## config.mk

```make
export PLATFORM = sky130hd
export DESIGN_NAME = cheshire_uart_dbg_responder
export DESIGN_NICKNAME = d
export VERILOG_FILES = /design/src/rtl/cheshire_uart_dbg_responder.sv
export SDC_FILE = /design/constraint.sdc
export NUM_CORES = 1
export LEC_CHECK = 0
export CORE_ASPECT_RATIO = 0.9
export CORE_UTILIZATION = 35
export CTS_CLUSTER_SIZE = 14
export DETAILED_ROUTE_END_ITERATION = 12
export HOLD_SLACK_MARGIN = 0.08
export PLACE_DENSITY_LB_ADDON = 0.15
export SYNTH_ARGS = -nofsm -noshare
export SYNTH_HDL_FRONTEND = slang
export SYNTH_SLANG_ARGS = --single-unit
```

## constraint.sdc

```tcl
create_clock -name clk_i -period 2.2 [get_ports clk_i]
set_clock_uncertainty 0.15 [all_clocks]
set_input_delay 0.44 -clock clk_i [delete_from_list [all_inputs] [get_ports clk_i]]
set_output_delay 0.44 -clock clk_i [all_outputs]
set_load 0.02 [all_outputs]
```

## src/rtl/cheshire_uart_dbg_responder.sv

```systemverilog
// rtl/cheshire_uart_dbg_responder.sv - UART debug preload responder (WRITE/READ/PING over a byte stream)
// Optional inter-byte timeout is enabled by defining CHESHIRE_UART_DBG_TIMEOUT_EN.
module cheshire_uart_dbg_responder #(
    parameter int unsigned AddrWidth     = 64,
    parameter int unsigned TimeoutCycles = 1000000
) (
    input  logic                 clk_i,
    input  logic                 rst_i,
    input  logic                 rx_valid_i,
    input  logic [7:0]           rx_data_i,
    output logic                 rx_ready_o,
    output logic                 tx_valid_o,
    output logic [7:0]           tx_data_o,
    input  logic                 tx_ready_i,
    output logic                 mem_req_o,
    input  logic                 mem_gnt_i,
    output logic                 mem_we_o,
    output logic [AddrWidth-1:0] mem_addr_o,
    output logic [63:0]          mem_wdata_o,
    output logic [7:0]           mem_be_o,
    input  logic                 mem_rvalid_i,
    input  logic [63:0]          mem_rdata_i,
    input  logic                 mem_err_i,
    output logic                 busy_o
);

    localparam int unsigned AddrBytes = AddrWidth / 8;
    localparam logic [7:0] OpWrite = 8'h57;
    localparam logic [7:0] OpRead  = 8'h52;
    localparam logic [7:0] OpPing  = 8'h50;
    localparam logic [7:0] Ack     = 8'h06;
    localparam logic [7:0] Nak     = 8'h15;

    typedef enum logic [2:0] {
        S_IDLE,
        S_ADDR,
        S_CNT,
        S_WDATA,
        S_MREQ,
        S_MWAIT,
        S_RSEND,
        S_STATUS
    } state_e;

    state_e               state_q, state_d;
    logic                 is_write_q, is_write_d;
    logic                 err_q, err_d;
    logic [AddrWidth-1:0] addr_q, addr_d;
    logic [15:0]          cnt_q, cnt_d;
    logic [7:0]           idx_q, idx_d;
    logic [63:0]          word_q, word_d;
    logic                 rx_hs;
    logic                 tx_hs;
    logic                 timeout_hit;

    assign rx_ready_o  = state_q inside {S_IDLE, S_ADDR, S_CNT, S_WDATA};
    assign rx_hs       = rx_valid_i & rx_ready_o;
    assign tx_valid_o  = (state_q == S_RSEND) || (state_q == S_STATUS);
    assign tx_data_o   = (state_q == S_RSEND) ? word_q[7:0] : (err_q ? Nak : Ack);
    assign tx_hs       = tx_valid_o & tx_ready_i;
    assign mem_req_o   = (state_q == S_MREQ);
    assign mem_we_o    = is_write_q;
    assign mem_addr_o  = addr_q;
    assign mem_wdata_o = word_q;
    assign mem_be_o    = 8'hFF;
    assign busy_o      = (state_q != S_IDLE);

`ifdef CHESHIRE_UART_DBG_TIMEOUT_EN
    localparam int unsigned TmoW = $clog2(TimeoutCycles + 1);

    logic [TmoW-1:0] tmo_q;
    logic            waiting_rx;

    assign waiting_rx  = state_q inside {S_ADDR, S_CNT, S_WDATA};
    assign timeout_hit = waiting_rx && !rx_hs && (tmo_q == TmoW'(TimeoutCycles - 1));

    always_ff @(posedge clk_i) begin
        if (rst_i || !waiting_rx || rx_hs) begin
            tmo_q <= '0;
        end else begin
            tmo_q <= tmo_q + TmoW'(1);
        end
    end
`else
    assign timeout_hit = 1'b0;
`endif

    always_comb begin
        state_d    = state_q;
        is_write_d = is_write_q;
        err_d      = err_q;
        addr_d     = addr_q;
        cnt_d      = cnt_q;
        idx_d      = idx_q;
        word_d     = word_q;
        unique case (state_q)
            S_IDLE: begin
                if (rx_hs) begin
                    idx_d = '0;
                    if (rx_data_i == OpWrite || rx_data_i == OpRead) begin
                        is_write_d = (rx_data_i == OpWrite);
                        state_d    = S_ADDR;
                    end else begin
                        // PING acks, anything unrecognised naks
                        err_d   = (rx_data_i != OpPing);
                        state_d = S_STATUS;
                    end
                end
            end
            S_ADDR: begin
                if (rx_hs) begin
                    // little-endian: shifting in from the top leaves byte 0 at the bottom
                    addr_d = {rx_data_i, addr_q[AddrWidth-1:8]};
                    idx_d  = idx_q + 8'd1;
                    if (idx_q == 8'(AddrBytes - 1)) begin
                        addr_d[2:0] = 3'b000;
                        idx_d       = '0;
                        state_d     = S_CNT;
                    end
                end
            end
            S_CNT: begin
                if (rx_hs) begin
                    cnt_d = {rx_data_i, cnt_q[15:8]};
                    idx_d = idx_q + 8'd1;
                    if (idx_q == 8'd1) begin
                        idx_d = '0;
                        if (cnt_d == 16'd0) begin
                            state_d = S_STATUS;
                        end else if (is_write_q) begin
                            state_d = S_WDATA;
                        end else begin
                            state_d = S_MREQ;
                        end
                    end
                end
            end
            S_WDATA: begin
                if (rx_hs) begin
                    word_d = {rx_data_i, word_q[63:8]};
                    idx_d  = idx_q + 8'd1;
                    if (idx_q == 8'd7) begin
                        idx_d   = '0;
                        state_d = S_MREQ;
                    end
                end
            end
            S_MREQ: begin
                if (mem_gnt_i) begin
                    state_d = S_MWAIT;
                end
            end
            S_MWAIT: begin
                if (mem_rvalid_i) begin
                    err_d  = err_q | mem_err_i;
                    cnt_d  = cnt_q - 16'd1;
                    addr_d = addr_q + AddrWidth'(8);
                    if (!is_write_q) begin
                        word_d  = mem_rdata_i;
                        state_d = S_RSEND;
                    end else if (cnt_q == 16'd1) begin
                        state_d = S_STATUS;
                    end else begin
                        state_d = S_WDATA;
                    end
                end
            end
            S_RSEND: begin
                if (tx_hs) begin
                    word_d = {8'h00, word_q[63:8]};
                    idx_d  = idx_q + 8'd1;
                    if (idx_q == 8'd7) begin
                        idx_d   = '0;
                        state_d = (cnt_q == 16'd0) ? S_STATUS : S_MREQ;
                    end
                end
            end
            S_STATUS: begin
                if (tx_hs) begin
                    err_d   = 1'b0;
                    state_d = S_IDLE;
                end
            end
            default: state_d = S_IDLE;
        endcase
        if (timeout_hit) begin
            state_d = S_STATUS;
            err_d   = 1'b1;
            idx_d   = '0;
        end
    end

    always_ff @(posedge clk_i) begin
        if (rst_i) begin
            state_q    <= S_IDLE;
            is_write_q <= 1'b0;
            err_q      <= 1'b0;
            addr_q     <= '0;
            cnt_q      <= '0;
            idx_q      <= '0;
            word_q     <= '0;
        end else begin
            state_q    <= state_d;
            is_write_q <= is_write_d;
            err_q      <= err_d;
            addr_q     <= addr_d;
            cnt_q      <= cnt_d;
            idx_q      <= idx_d;
            word_q     <= word_d;
        end
    end

endmodule

```

==> run_results.csv <==
group,metric,value,unit
setup_path,crit_start,"mem_addr_o[42]",
sta,hold_slack,0.178,ns
clock_tree,worstSkewPairLatency,0.44,ns
setup_path,regToRegStartpoint,"mem_addr_o[42]",
finish,fin_nets,1691,
logic_synthesis,syn-instance-count,1253,
die,rows,55,
route,drc_errors,0,
setup_path,cp-start-kind,"register",
sta,min_period_over_period,102,%
place,dpl.hpwl,25900,microns
place,place_congestion,0.924,
route,vias_per_cell,5.57,
global_route,grt_pass1_wl,56300,microns
setup_path,critical-path-max-stage-delay,0.43,ns
clock_tree,cts_tree,"yes",
sta,rsz0062_at_grt,"true",
clock_tree,clk_pin_slew_worst_paths,0.07,ns
setup_path,end_kind,"register",
sta,hold_viol,0,
sta,worstMarginPinSlew,0.554,ns
logic_synthesis,synth.avg_cell_area,7.35,sq um
die,initial_core_util,36.2,%
status,status,"finished with violations",
setup_path,path_class,"reg2reg",
finish,areaGrowthSynthToFinish,53.1,%
global_route,grt_max_degree,60,
clock_tree,ctsRootBufferMaster,"clkbuf_16",
hold_path,hold_path.class,"in2reg",
die,die_area,27000,sq um
sta,period_minus_slack,2.24,ns
logic_synthesis,synth-edff-count,0,
logic_synthesis,synth_cell_types,78,
route,ant_nets,0,
logic_synthesis,async_reset_ff_share,0,%
hold_path,hold_path_end,"mem_addr_o[45]",
setup_path,worstPathMaxFanout,5,
die,chipHeight,156,microns
logic_synthesis,synth_seq_area_share,34.1,%
pwr,ir_worst_vdd,0.000574,V
setup_path,worst_path_max_delay_cell,"nor4_4",
job,cap_violations,0,
finish,final_cell_mix,"223 x nand2_1, 195 x buf_4, 179 x clkdlybuf4s50_1, 162 x nor2_1, 121 x dfxtp_1",
global_route,grtUsageTotal,26.1,%
global_route,grt_pass1_vias,10200,
hold_path,worstHoldStart,"rst_i",
logic_synthesis,ys.flop_type,"dfxtp_1",
logic_synthesis,yosysWarningCount,0,
sta,finalSetupViolCount,5,
finish,drive_above_1_share,22.2,%
sta,max_freq,0.447,GHz
setup_path,r2r_slack,-0.04,ns
finish,layout_commonest_cell,"nand2_1",
clock_tree,cts.sinks,157,
setup_path,required,2.42,ns
logic_synthesis,syn_area,9210,sq um
setup_path,crit_chain,"nand4_1, nor4_4, nand4_4, buf_4, or3_1, a31oi_1",
route,wl,36300,microns
route,vias,10900,
clock_tree,numCtsBuffers,17,
clock_tree,clk_path_buf_depth,2,
status,failed_checks,"setup timing",
clock_tree,cts_max_level,4,
setup_path,r2r_cells,6,
pwr,p_leak,5.43,nW
die,core,25500,sq um
place,dp_slack,-0.269,ns
sta,maxSlewViolCount,0,
logic_synthesis,ys_ff_latch,157,
global_route,gr-total-overflow,0,
sta,maxSlewHeadroom,63.1,%
place,io_buffers,219,
route,drt_first_pass_iters,5,
finish,fill_cells,2438,
die,die_w,173,microns
pwr,pwr_density_cell,796,nW/um^2
setup_path,reg2reg_to,"mem_addr_o[48]",
global_route,antenna_found_initial,1,
setup_path,arrival,2.45,ns
hold_path,whs_path_depth,2,
route,drt-wirelength-per-cell,18.5,microns
route,drt_iter0_drc,978,
die,num_io_pins,228,
sta,setup_ws,-0.0378,ns
per-layer routing:
layer	GRT usage (%)	vias to the layer above	share of wire, %
met5	0	-	0
met4	7.92	0	1.5
met3	5.56	47	7.4
met2	39.2	438	44
met1	37.2	5166	47
li1	-	5275	-
area by class of cell:
| type | count | area, sq um | share of cell area (%) |
|---|---|---|---|
| antenna | 1 | 2.50 | 0.0177 |
| clock buffer | 18 | 429 | 3.04 |
| clock inverter | 14 | 110 | 0.781 |
| inverter | 14 | 52.6 | 0.373 |
| multi-input combinational | 981 | 5850 | 41.5 |
| sequential | 157 | 3210 | 22.7 |
| tap | 342 | 428 | 3.03 |
| timing repair buffer | 435 | 4030 | 28.5 |
worst max-delay path by stage:
stage               depth (start not counted)             end  slack [ns]
CTS                                         5    tx_data_o[1]       -0.07
global route                                7  mem_addr_o[53]       -0.10
finish                                      6  mem_addr_o[48]       -0.04
global placement                            8  mem_addr_o[44]       -0.27
floorplan                                   6  mem_addr_o[44]       -0.04
detailed placement                          8  mem_addr_o[31]       -0.27
registers in the layout, indices dropped and copies added, names as in the netlist:
register     cells
idx_q            8
cnt_q           16
state_q          3
mem_addr_o      64
mem_we_o         1
mem_wdata_o     64
err_q            1
Yosys cell counts (15+ instances only):
cell	n	area, sq um
nand2_1	226	848
nor2_1	165	619
dfxtp_1	157	3140
clkbuf_1	78	293
a21oi_1	71	355
a311oi_1	59	517
o21ai_0	58	290
nand3_1	50	250
nor3_1	28	140
a22oi_1	24	180
a31oi_1	22	138
nand4_1	22	138
a211oi_1	19	143
and3_1	16	100
and2_1	15	93.8
kinds of logic after synthesis:
logic type / count (synthesis) / share of synthesized area (%)
AO/OA/AOI/OAI: 334 / 24.6
buffers and inverters: 122 / 5.64
multiplexers: 8 / 0.883
AND/OR/NAND/NOR: 617 / 33.2
other: 1 / 0.0407
flip-flops: 157 / 34.1
XOR/XNOR: 8 / 0.761
adder cells (fa/ha/maj): 6 / 0.815
critical path, delay by kind of cell, from the launching register on:
kind	cells	cell delay [ns]
compound gates	1	0.16
flops	1	0.40
simple gates	4	1.24
buf+inv	1	0.21
repair_timing:
| item | 4_1_cts | 5_1_grt |
|---|---|---|
| pin swaps | 15 | 26 |
| cloned | 0 | 1 |
| endpoints found under the setup margin | 73 | 122 |
| setup buffers | 11 | 9 |
| hold endpoints to repair | 0 | 0 |
| hold buffers | 0 | 0 |
| gates resized for setup | 70 | 75 |
where the power goes:
| part | switching, W | internal, W | total (W) |
|---|---|---|---|
| sequential | 0.000391 | 0.00326 | 0.00365 |
| combinational | 0.00267 | 0.00207 | 0.00473 |
| clock | 0.00137 | 0.00147 | 0.00284 |
stage by stage:
stage	instances	area (sq um)	setup TNS, ns	total power, W	util (%)
after floorplan	1260	9300	-0.103	0.00617	-
after global placement	1908	13100	-13.83	0.00828	51.3
after detailed placement	1908	13100	-15.59	0.00832	51.3
after CTS	1951	13800	-0.147	0.0111	54.1
after global routing	1961	14100	-0.685	0.0118	55.4
final	1962	14100	-0.117	0.0112	55.4
Power figures use the tool's default switching activity.
